$ cat config.mk
export PLATFORM = sky130hd
export DESIGN_NAME = pspin_cmd_slot_tracker
export DESIGN_NICKNAME = d
export VERILOG_FILES = /design/src/rtl/pspin_cmd_slot_tracker.sv
export SDC_FILE = /design/constraint.sdc
export NUM_CORES = 1
export LEC_CHECK = 0
export BUFFER_PORTS_ARGS = -buffer_cell sky130_fd_sc_hd__buf_2
export CAP_MARGIN = 20
export CORE_ASPECT_RATIO = 0.9
export CORE_MARGIN = 5
export CORE_UTILIZATION = 55
export CTS_CLUSTER_SIZE = 28
export DETAILED_ROUTE_END_ITERATION = 10
export PLACE_DENSITY = 0.8
export SLEW_MARGIN = 10
export SYNTH_ARGS = -nofsm -noshare
export SYNTH_HDL_FRONTEND = slang
export SYNTH_SLANG_ARGS = --single-unit
$ cat constraint.sdc
create_clock -name clk_i -period 4.6 [get_ports clk_i]
set_clock_uncertainty 0.2 [all_clocks]
set_input_delay 0.23 -clock clk_i [delete_from_list [all_inputs] [get_ports clk_i]]
set_output_delay 0.23 -clock clk_i [all_outputs]
set_load 0.02 [all_outputs]
$ cat src/rtl/pspin_cmd_slot_tracker.sv
`default_nettype none
// ============================================================================
// Module   : pspin_cmd_slot_tracker
// Brief    : Per-core command-slot allocator/tracker. Hands out the lowest
//            free local_cmd_id on issue, retires it on response, and flags
//            responses that do not match an outstanding command.
// Revision : 1.0 - initial release
// ============================================================================
module pspin_cmd_slot_tracker #(
    parameter  int NUM_CORES = 8,
    parameter  int NUM_CMDS  = 4,
    localparam int CORE_W    = (NUM_CORES > 1) ? $clog2(NUM_CORES) : 1,
    localparam int ID_W      = $clog2(NUM_CMDS),
    localparam int CNT_W     = $clog2(NUM_CMDS + 1)
) (
    input  logic                          clk_i,
    input  logic                          rst_i,
    input  logic                          issue_valid_i,
    input  logic [CORE_W-1:0]             issue_core_i,
    output logic                          issue_ready_o,
    output logic [ID_W-1:0]               issue_id_o,
    input  logic                          resp_valid_i,
    input  logic [CORE_W-1:0]             resp_core_i,
    input  logic [ID_W-1:0]               resp_id_i,
    output logic [NUM_CORES-1:0]          done_o,
    output logic [NUM_CORES*NUM_CMDS-1:0] busy_map_o,
    output logic [NUM_CORES*CNT_W-1:0]    occup_o,
    output logic                          idle_o,
    output logic                          err_o
);

    localparam logic [CORE_W:0] c_num_cores = (CORE_W+1)'(NUM_CORES);
    localparam logic [ID_W:0]   c_num_cmds  = (ID_W+1)'(NUM_CMDS);

    logic [NUM_CORES-1:0][NUM_CMDS-1:0] r_busy;
    logic [CNT_W-1:0]                   r_occup [NUM_CORES];
    logic [NUM_CORES-1:0]               r_done;
    logic                               r_err;

    logic                w_issue_core_ok;
    logic                w_resp_core_ok;
    logic                w_resp_id_ok;
    logic [NUM_CMDS-1:0] w_issue_row;
    logic [NUM_CMDS-1:0] w_resp_row;
    logic                w_free_found;
    logic [ID_W-1:0]     w_free_id;
    logic                w_issue_fire;
    logic                w_resp_hit;
    logic                w_resp_bad;
    logic [NUM_CMDS-1:0] w_set_mask;
    logic [NUM_CMDS-1:0] w_clr_mask;

    assign w_issue_core_ok = ({1'b0, issue_core_i} < c_num_cores);
    assign w_resp_core_ok  = ({1'b0, resp_core_i} < c_num_cores);
    assign w_resp_id_ok    = ({1'b0, resp_id_i} < c_num_cmds);

    // An out-of-range core looks fully busy, so it can never be granted.
    assign w_issue_row = w_issue_core_ok ? r_busy[issue_core_i] : '1;
    assign w_resp_row  = w_resp_core_ok  ? r_busy[resp_core_i]  : '0;

    always_comb begin
        w_free_found = 1'b0;
        w_free_id    = '0;
        for (int s = NUM_CMDS - 1; s >= 0; s--) begin
            if (!w_issue_row[s]) begin
                w_free_found = 1'b1;
                w_free_id    = ID_W'(s);
            end
        end
    end

    assign issue_ready_o = w_free_found;
    assign issue_id_o    = w_free_id;

    assign w_issue_fire = issue_valid_i & w_free_found;
    assign w_resp_hit   = resp_valid_i & w_resp_id_ok & w_resp_row[resp_id_i];
    assign w_resp_bad   = resp_valid_i & ~w_resp_hit;

    assign w_set_mask = NUM_CMDS'(1) << w_free_id;
    assign w_clr_mask = NUM_CMDS'(1) << resp_id_i;

    // Issue only ever targets a free slot and a hit response only a busy one,
    // so set and clear never collide on the same bit.
    for (genvar c = 0; c < NUM_CORES; c++) begin : g_core
        logic w_set;
        logic w_clr;

        assign w_set = w_issue_fire & (issue_core_i == CORE_W'(c));
        assign w_clr = w_resp_hit   & (resp_core_i  == CORE_W'(c));

        always_ff @(posedge clk_i) begin
            if (rst_i) begin
                r_busy[c]  <= '0;
                r_occup[c] <= '0;
                r_done[c]  <= 1'b0;
            end else begin
                r_busy[c]  <= (r_busy[c] | (w_set ? w_set_mask : '0))
                              & ~(w_clr ? w_clr_mask : '0);
                r_occup[c] <= r_occup[c] + CNT_W'(w_set) - CNT_W'(w_clr);
                r_done[c]  <= w_clr;
            end
        end

        assign occup_o[c*CNT_W +: CNT_W] = r_occup[c];
    end

    always_ff @(posedge clk_i) begin
        if (rst_i) begin
            r_err <= 1'b0;
        end else if (w_resp_bad) begin
            r_err <= 1'b1;
        end
    end

    assign busy_map_o = r_busy;
    assign done_o     = r_done;
    assign idle_o     = ~|r_busy;
    assign err_o      = r_err;

endmodule
`default_nettype wire

==> run_results.csv, run 1 <==
group,metric,value,unit
floorplan,die_width,98.01,um
floorplan,core,6691,um^2
synth,ys_seq_elements,65,
clock_network,cts_tree,"yes",
floorplan,die_h,89.21,um
placement,post-place-ws,0.7887,ns
final_layout,layout-area-overhead-vs-synth,15.18,%
floorplan,num_rows,28,
final_layout,n_antenna_cell,0,
clock_network,post_cts_buffers,0,
setup_path,r2r_slack,0.99,ns
synth,ys_seq_area_share,33.94,%
grt,grt_pass1_vias,3431,
sta,worstMarginPinSlew,0.9041,ns
synth,synth_async_sr_flop_share,0,%
detailed_routing,drcViolationCount,0,
grt,grt_pass1_wl,17570,um
setup_path,critPathKind,"register to register",
sta,fin_crit,3.609,ns
synth,synthFlopType,"dfxtp_1",
pwr,leakage,1.903,nW
sta,drv_slew,0,
detailed_routing,postRouteWirelength,11000,um
synth,synthesis.area,3834,um^2
synth,yosys_warnings,0,
grt,grt_usage,25.83,%
sta,relSlewSlack,39.73,%
clock_network,clkLatencyLatePin,0.35,ns
clock_network,clockRootBuffer,"clkbuf_8",
clock_network,cts_hold_buf,0,
clock_network,clk_pin_slew,0.07,ns
setup_path,path_max_fanout,15,
setup_path,worst_setup_path_end_kind,"register",
synth,synth_edf_count,0,
sta,final.setup.worst_slack,0.9909,ns
placement,place.gp.congestion,0.9496,
final_layout,drive_above_1_share,26.08,%
sta,rsz0062_at_grt,"false",
setup_path,cp.arrival,3.62,ns
clock_network,cts_resized,0,
grt,gr-total-overflow,0,
sta,post-route-period-util,78.46,%
clock_network,htreeDepth,3,
worst_hold_path,hp-class,"primary input to register",
synth,synth_fp_nets,447,
sta,fmax,0.2771,GHz
detailed_routing,wl_per_cell,19.06,um
clock_network,cts_max_path_buffers,2,
detailed_routing,postRouteAntennaNets,0,
synth,ys_types,58,
run,cap_violations,0,
detailed_routing,first_iter_violations,271,
placement,portBuffers,80,
pwr,vdd_drop_max,0.1415,mV
synth,netlist_instances,411,
grt,antenna_found_initial,0,
setup_path,worstPathRequired,4.61,ns
floorplan,io-pin-count,81,
floorplan,dieArea,8743,um^2
sta,hold_viol_final,0,
placement,hpwlAfterDp,7909,um
run_status,outcome,"finished clean",
final_layout,fin_area,4415,um^2
grt,grt_start_max_net_pins,50,
final_layout,fillers,555,
setup_path,worst_setup_path_start_kind,"register",
clock_network,clkSinkCount,65,
detailed_routing,via_per_inst,6.203,
clock_network,cts_buffers,9,
final_layout,finalNetCount,519,
pwr,powerDensity,282.0,nW/um^2
synth,syn_area_per_cell,9.328,um^2
placement,placed_area,4222,um^2
sta,tns,0,ns
detailed_routing,drt-pass1-iter-count,6,
sta,setup_viol_count_final,0,
floorplan,initial_core_util,57.29,%
detailed_routing,via_count,3579,
-- registers in the layout, summed over array words and instances (netlist names) --
| register | count |
|---|---|
| done_o | 8 |
| err_o | 1 |
| busy_map_o | 32 |
| r_occup | 24 |
-- metrics by stage --
step | std cells | hold slack, ns | utilization, % | total power [W]
after global placement | 562 | 0.2916 | 63.09 | 0.0007657
after global routing | 577 | 0.1307 | 65.99 | 0.001289
final | 577 | 0.08827 | 65.99 | 0.001245
after floorplan | 411 | 0.2787 | - | 0.0007236
after CTS | 577 | 0.07548 | 65.99 | 0.001243
after detailed placement | 562 | 0.2965 | 63.09 | 0.0007704
-- cells in the final DEF (no fill, tap or decap), types with 6 or more instances in the layout --
| master | Yosys | layout |
|---|---|---|
| buf_2 | 3 | 80 |
| dfxtp_1 | 65 | 65 |
| nor2_1 | 40 | 40 |
| inv_1 | 34 | 34 |
| nand2_1 | 31 | 31 |
| a21oi_1 | 24 | 24 |
| nor2b_1 | 18 | 18 |
| ha_1 | 16 | 16 |
| a211oi_1 | 14 | 14 |
| mux4_2 | 13 | 13 |
| xnor2_1 | 12 | 12 |
| nand4_1 | 11 | 11 |
| clkbuf_8 | 0 | 10 |
| nand2b_1 | 8 | 8 |
| nor3_1 | 8 | 8 |
| nor4_1 | 8 | 8 |
| a32oi_1 | 8 | 8 |
| a22oi_1 | 8 | 8 |
| fa_1 | 8 | 8 |
| o21ai_0 | 6 | 6 |
-- Yosys cell counts, drive strengths merged (6+ instances only) --
| master | n | area share [%] |
|---|---|---|
| a211oi | 14 | 2.7 |
| a21oi | 24 | 3.1 |
| a22oi | 8 | 1.6 |
| a32oi | 11 | 3.7 |
| buf | 10 | 2.3 |
| clkbuf | 9 | 0.88 |
| dfxtp | 65 | 34 |
| fa | 8 | 4.2 |
| ha | 16 | 5.2 |
| inv | 35 | 3.4 |
| mux4 | 13 | 7.6 |
| nand2 | 31 | 3.0 |
| nand2b | 8 | 1.3 |
| nand3 | 6 | 0.91 |
| nand4 | 11 | 1.8 |
| nor2 | 40 | 3.9 |
| nor2b | 18 | 2.9 |
| nor3 | 12 | 2.1 |
| nor4 | 9 | 1.9 |
| o21ai | 10 | 1.5 |
| xnor2 | 12 | 2.7 |
-- logic make-up (layout without fill, tap and decap cells) --
kind of cell	Yosys count	count (layout)	synth area share (%)
AND/OR/NAND/NOR	153	153	21.54
adder cells (fa/ha/maj)	24	24	9.399
flip-flops	65	65	33.94
XOR/XNOR	16	16	3.655
buffers and inverters	57	133	7.114
multiplexers	18	18	9.073
AO/OA/AOI/OAI	78	78	15.27
-- metal layers --
layer	global-route usage [%]	vias to the layer above	part of all wire [%]
met1	33.72	1668	40
met3	9.828	39	14
met4	9.937	0	2.4
met5	0	-	0
li1	-	1609	-
met2	39.18	263	44
-- worst paths after layout --
kind | startpoint | to | cells past startpoint
min | resp_valid_i | err_o | 3
max | busy_map_o[9] | r_occup[0][8] | 14
max reg2reg | busy_map_o[9] | r_occup[0][8] | 14
min reg2reg | err_o | err_o | 1
-- cell type report --
class / instances / area (um^2) / area share, %
sequential: 65 / 1301 / 29.47
timing repair buffer: 81 / 407.9 / 9.238
multi-input combinational: 289 / 2260 / 51.18
clock buffer: 10 / 137.6 / 3.117
clock inverter: 5 / 56.30 / 1.275
inverter: 37 / 140.1 / 3.174
tap: 90 / 112.6 / 2.550
-- report_power, final --
| group | internal, W | switching (W) |
|---|---|---|
| Clock | 0.000261 | 0.000224 |
| Sequential | 0.000577 | 0.0000123 |
| Combinational | 0.0000581 | 0.000113 |
| Total | 0.000896 | 0.000349 |
-- critical path, cell delays in order, from the launching register on --
cell     delay (ns)
dfxtp_1        0.44
mux2i_1        0.10
or4b_1         0.50
a32oi_2        0.52
nor4_4         0.05
buf_4          0.21
nor3_2         0.19
ha_1           0.26
inv_1          0.06
ha_1           0.13
inv_1          0.05
fa_1           0.38
xor2_1         0.16
xnor2_1        0.15
nor2_1         0.06
No activity file was read; power rests on OpenSTA's default activity.
==> run 2, diff against run 1 <==
--- a/config.mk
+++ b/config.mk
@@ -9,10 +9,10 @@
 export CAP_MARGIN = 20
 export CORE_ASPECT_RATIO = 0.9
 export CORE_MARGIN = 5
-export CORE_UTILIZATION = 55
+export CORE_UTILIZATION = 50
 export CTS_CLUSTER_SIZE = 28
 export DETAILED_ROUTE_END_ITERATION = 10
-export PLACE_DENSITY = 0.8
+export PLACE_DENSITY = 0.77
 export SLEW_MARGIN = 10
 export SYNTH_ARGS = -nofsm -noshare
 export SYNTH_HDL_FRONTEND = slang
==> constraint.sdc (replaced) <==
create_clock -name clk_i -period 3.32 [get_ports clk_i]
set_clock_uncertainty 0.2 [all_clocks]
set_input_delay 0.166 -clock clk_i [delete_from_list [all_inputs] [get_ports clk_i]]
set_output_delay 0.166 -clock clk_i [all_outputs]
set_load 0.02 [all_outputs]
==> run 2 against run 1 <==
- non-clock buffer count up 36
- cell area up 6.3%
- first-iteration DRC count up 66%
- die area is 8.9% higher
- total power is 34% higher
- combinational power up 50%
- wire length is 6.5% higher
- fmax grew 14%
- critical endpoint is now r_occup[1][2]
- largest cell class unchanged
- highest routed layer unchanged
==> run_results.csv, run 2 (same netlist as run 1, synthesis figures left out) <==
group,metric,value,unit
placement,post-place-ws,-0.02050,ns
detailed_routing,drt-pass1-iter-count,5,
setup_path,path_max_fanout,9,
pwr,power.share.combinational,15.4,%
grt,antenna_found_initial,0,
setup_path,slowest_delay,0.48,ns
detailed_routing,via_per_inst,6.060,
clock_network,clockRootBuffer,"clkbuf_8",
pwr,swShare,30.34,%
grt,grt_start_max_net_pins,50,
clock_network,cts_hold_buf,0,
final_layout,layout-area-overhead-vs-synth,22.49,%
final_layout,largest_reg_flops,32,
pwr,vdd_drop_max,0.2109,mV
setup_path,cp.arrival,3.19,ns
final_layout,final_common_cell,"buf_2",
clock_network,clk_pin_slew,0.08,ns
detailed_routing,drcViolationCount,0,
clock_network,clkLatencyLatePin,0.35,ns
grt,grt_usage,24.96,%
pwr,p_int,0.001159,W
detailed_routing,postRouteWirelength,11710,um
pwr,sequentialPowerShare,48.8,%
floorplan,num_rows,30,
detailed_routing,first_iter_violations,451,
clock_network,cts_buffers,9,
setup_path,worst-path-buf-inv,3,
setup_path,crit_family,"simple AND/OR/NAND/NOR gates",
clock_network,htreeDepth,3,
detailed_routing,wl_per_cell,18.92,um
final_layout,n_antenna_cell,0,
floorplan,dieArea,9521,um^2
placement,place_inst,604,
clock_network,cts_resized,0,
clock_network,cts_max_path_buffers,2,
grt,grt_pass1_vias,3483,
worst_hold_path,hp-class,"primary input to register",
clock_network,post_cts_buffers,0,
final_layout,final_cell_mix,"buf_2, dfxtp_1, nor2_1",
sta,worstMarginPinSlew,0.9426,ns
grt,grt_pass1_wl,18390,um
final_layout,seq_area,1301,um^2
floorplan,die_width,102.3,um
setup_path,critPathKind,"register to register",
placement,hpwlAfterDp,8644,um
final_layout,multi_input_area,2287,um^2
sta,relSlewSlack,37.16,%
sta,post-route-period-util,95.65,%
sta,tns,0,ns
floorplan,io-pin-count,81,
setup_path,worst_setup_path_start_kind,"register",
pwr,leakage,2.085,nW
sta,setup_viol_count_final,0,
sta,drv_slew,0,
sta,fmax,0.3149,GHz
pwr,p_clk_share,35.8,%
placement,portBuffers,80,
sta,final.setup.worst_slack,0.1444,ns
sta,fin_crit,3.176,ns
clock_network,clkSinkCount,65,
setup_path,slowest_stage,"or3b_2",
run_status,outcome,"finished clean",
final_layout,finalNetCount,555,
clock_network,cts_tree,"yes",
detailed_routing,postRouteAntennaNets,0,
setup_path,worstPathRequired,3.33,ns
grt,gr-total-overflow,0,
pwr,powerDensity,354.5,nW/um^2
floorplan,initial_core_util,51.07,%
final_layout,drive_above_1_share,31.74,%
setup_path,worst_setup_path_end_kind,"register",
floorplan,core,7507,um^2
run,cap_violations,0,
sta,rsz0062_at_grt,"false",
sta,hold_viol_final,0,
final_layout,stdcell_count,619,
pwr,power.switching,0.0005050,W
setup_path,crit_path_cell_trace,"a31oi_1 > or3b_2 > a32oi_4 > nor4_4 > buf_4 > nor2_1 > ha_1 > inv_1 > ha_1 > inv_1 > fa_1 > xor2_1 > xnor2_1 > nor2_1",
final_layout,fillers,634,
floorplan,die_h,93.07,um
placement,place.gp.congestion,0.9763,
detailed_routing,via_count,3751,
-- run 2: per-layer routing --
metal | share of wire [%] | global-route usage (%) | vias to the layer above
met3 | 12 | 6.115 | 48
met1 | 40 | 34.57 | 1747
li1 | - | - | 1686
met5 | 0 | 0 | -
met2 | 45 | 37.01 | 270
met4 | 3.4 | 10.38 | 0
-- run 2: final timing paths --
check                      start       endpoint  slack, ns  depth (start not counted)
setup / recovery  busy_map_o[13]  r_occup[1][2]       0.14                         14
hold / removal      resp_valid_i          err_o       0.02                          3
setup reg to reg  busy_map_o[13]  r_occup[1][2]       0.14                         14
hold reg to reg            err_o          err_o       0.30                          1
-- run 2: cell type report --
cell class / count / share of cell area, %
Multi-Input combinational cell: 289 / 48.71
Sequential cell: 65 / 27.71
Timing Repair Buffer: 117 / 14.44
Inverter: 37 / 2.984
Clock buffer: 9 / 2.638
Tap cell: 96 / 2.558
Clock inverter: 6 / 0.9592
-- run 2: power by group through the flow --
stage,clock network (W),registers (W),logic [W]
after global placement,0,0.000830,0.000244
after detailed placement,0,0.000830,0.000251
after floorplan,0,0.000855,0.000148
final,0.000595,0.000812,0.000257
after global routing,0.000641,0.000815,0.000277
after CTS,0.000604,0.000812,0.000253
-- run 2: stage by stage --
| step | utilization (%) | total power (W) | cell area, um^2 | hold WS, ns |
|---|---|---|---|---|
| 3_5_place_dp | 60.08 | 0.001081 | 4511 | 0.2757 |
| 4_1_cts | 62.33 | 0.001669 | 4679 | 0.01341 |
| 3_3_place_gp | 60.08 | 0.001074 | 4511 | 0.2852 |
| 5_1_grt | 62.55 | 0.001733 | 4696 | 0.03449 |
| 6_report | 62.55 | 0.001664 | 4696 | 0.01587 |
| 2_1_floorplan | - | 0.001003 | 3845 | 0.2147 |
-- run 2: tightest hold or removal path: stages --
cell and delay (ns):
buf_2 0.11, nor2b_1 0.13, a22o_1 0.12
==> run 3, diff against run 2 <==
==> constraint.sdc (replaced) <==
create_clock -name clk_i -period 3.32 [get_ports clk_i]
set_clock_uncertainty 0.2 [all_clocks]
set_input_delay 0.166 -clock clk_i [delete_from_list [all_inputs] [get_ports clk_i]]
set_output_delay 0.166 -clock clk_i [all_outputs]
set_load 0.05 [all_outputs]
==> run 3 against run 2 <==
- wire length grew 4.8%
- first-iteration DRC count grew 3.5%
- cell count shrank 1.5%
- die area did not move
- non-clock buffer count fell by 10
- hold slack gained 0.00053 ns
- largest cell class unchanged
- core utilization rose by 0.13 points
- global-route usage increased by 1.3 points
- sequential power hardly changed
- setup slack better by 0.020 ns
- cell area increased by 0.21%
==> run_results.csv, run 3 (same netlist as run 1, synthesis figures left out) <==
group,metric,value,unit
run_status,outcome,"finished clean",
sta,post-route-period-util,95.05,%
clock_network,clkLatencyLatePin,0.36,ns
floorplan,num_rows,30,
setup_path,reg2reg_from,"busy_map_o[0]",
setup_path,r2r_slack,0.16,ns
sta,hold_viol_final,0,
setup_path,worst_setup_path_end_kind,"register",
final_layout,largest_reg_flops,32,
grt,grt_pass1_wl,19080,um
floorplan,core,7507,um^2
pwr,p_clk_share,38.6,%
run,cap_violations,0,
floorplan,die_h,93.07,um
pwr,leakage,2.062,nW
setup_path,path_max_fanout,15,
floorplan,dieArea,9521,um^2
sta,setup_viol_count_final,0,
worst_hold_path,hp-class,"primary input to register",
worst_hold_path,hold_end,"err_o",
pwr,vdd_drop_max,0.2374,mV
detailed_routing,drt-pass1-iter-count,5,
setup_path,slowest_delay,0.47,ns
grt,grt_usage,26.21,%
detailed_routing,postRouteWirelength,12270,um
final_layout,fin_area,4706,um^2
final_layout,final_cell_mix,"buf_2, dfxtp_1, nor2_1",
sta,final.setup.worst_slack,0.1643,ns
placement,post-place-ws,0.001443,ns
detailed_routing,via_per_inst,6.244,
grt,grt_pass1_vias,3755,
clock_network,cts_tree,"yes",
pwr,p_int,0.001267,W
placement,hpwlAfterDp,8740,um
final_layout,drive_above_1_share,34.24,%
clock_network,clk_pin_slew,0.08,ns
floorplan,initial_core_util,51.07,%
setup_path,reg2reg_to,"r_occup[1][8]",
pwr,sequentialPowerShare,44.5,%
pwr,power.share.combinational,16.9,%
sta,drv_slew,0,
clock_network,clkSinkCount,65,
detailed_routing,postRouteAntennaNets,0,
setup_path,crit_path_cell_trace,"mux2i_1 > or4_1 > a32oi_4 > nor4_4 > buf_12 > nor3_2 > ha_1 > inv_1 > ha_1 > inv_1 > fa_1 > xor2_1 > xnor2_1 > nor2_1",
grt,gr-total-overflow,0,
sta,fin_crit,3.156,ns
setup_path,cp.arrival,3.17,ns
pwr,power.switching,0.0005606,W
grt,antenna_found_initial,0,
sta,relSlewSlack,33.82,%
sta,tns,0,ns
final_layout,n_antenna_cell,0,
floorplan,io-pin-count,81,
clock_network,htreeDepth,3,
worst_hold_path,hold_start,"resp_valid_i",
detailed_routing,via_count,3809,
floorplan,die_width,102.3,um
setup_path,worstPathRequired,3.34,ns
setup_path,slowest_stage,"or4_1",
sta,worstMarginPinSlew,0.9905,ns
worst_hold_path,hold_depth,3,
final_layout,fillers,647,
setup_path,critPathKind,"register to register",
clock_network,cts_max_path_buffers,2,
placement,place.gp.congestion,0.9687,
placement,portBuffers,80,
setup_path,ff2ff_path_depth,14,
clock_network,cts_buffers,9,
sta,rsz0062_at_grt,"false",
detailed_routing,drcViolationCount,0,
clock_network,clockRootBuffer,"clkbuf_8",
detailed_routing,wl_per_cell,20.12,um
setup_path,worst_setup_path_start_kind,"register",
detailed_routing,first_iter_violations,467,
final_layout,final_common_cell,"buf_2",
pwr,powerDensity,388.4,nW/um^2
pwr,swShare,30.67,%
final_layout,finalNetCount,545,
placement,placed_area,4477,um^2
grt,grt_start_max_net_pins,50,
final_layout,layout-area-overhead-vs-synth,22.75,%
sta,fmax,0.3169,GHz
## run 3: cell count changes in the layout (fill, tap and decap cells not counted), moves of 3 or more
cell | previous run | this run
buf_4 | 37 | 26
clkbuf_8 | 9 | 12
dfxtp_1 | 65 | 46
dfxtp_2 | 0 | 16
dfxtp_4 | 0 | 3
## run 3: per-layer routing
layer	global-route usage, %	share of wire (%)	up-vias
met4	15.19	5.4	0
met2	39.61	45	299
met5	0	0	-
met1	33.10	37	1770
li1	-	-	1665
met3	7.606	12	75
## run 3: repair_timing
action	in CTS	in global routing
resized for setup	0	5
hold buffers	0	0
setup endpoints to repair	0	3
buffers inserted	0	0
## run 3: area by class of cell
type                            count  area [um^2]  share of cell area (%)
Timing Repair Buffer              107        615.6                   13.08
Tap cell                           96        120.1                   2.553
Clock inverter                      3        20.02                  0.4254
Multi-Input combinational cell    289         2287                   48.60
Clock buffer                       13        190.2                   4.041
Inverter                           37        140.1                   2.978
Sequential cell                    65         1333                   28.32
## run 3: power by group through the flow
stage / clock network, W / logic [W] / registers (W)
2_1_floorplan: 0 / 0.000155 / 0.000899
3_3_place_gp: 0 / 0.000296 / 0.000831
3_5_place_dp: 0 / 0.000302 / 0.000832
4_1_cts: 0.000704 / 0.000304 / 0.000814
5_1_grt: 0.000745 / 0.000327 / 0.000815
6_report: 0.000705 / 0.000309 / 0.000813
## run 3: how the worst max path moves through the flow
stage,start,end,slack [ns],cells after the start
6_report,busy_map_o[0],r_occup[1][8],0.16,14
5_1_grt,busy_map_o[30],r_occup[1][2],0.04,14
2_1_floorplan,busy_map_o[8],r_occup[0][8],0.01,14
4_1_cts,busy_map_o[9],r_occup[0][8],0.11,14
3_5_place_dp,resp_core_i[0],r_occup[1][2],0.001,16
3_3_place_gp,resp_core_i[0],r_occup[1][11],0.09,16
## run 3: critical path, delay by kind of cell, from the launching register on
kind            cells  cell delay (ns)
compound gates      1             0.25
mux                 1             0.09
xor+xnor            2             0.33
flops               1             0.38
buf+inv             3             0.26
fa+ha+maj           3             0.75
simple gates        4             0.77
## run 3: through the flow
| stage | power, W | hold slack (ns) | utilization [%] | std cells |
|---|---|---|---|---|
| after floorplan | 0.001054 | 0.2147 | - | 411 |
| after global placement | 0.001127 | 0.2906 | 59.63 | 594 |
| after detailed placement | 0.001134 | 0.2983 | 59.63 | 594 |
| after CTS | 0.001822 | 0.01066 | 62.43 | 610 |
| after global routing | 0.001887 | 0.02779 | 62.68 | 610 |
| final | 0.001828 | 0.01641 | 62.68 | 610 |
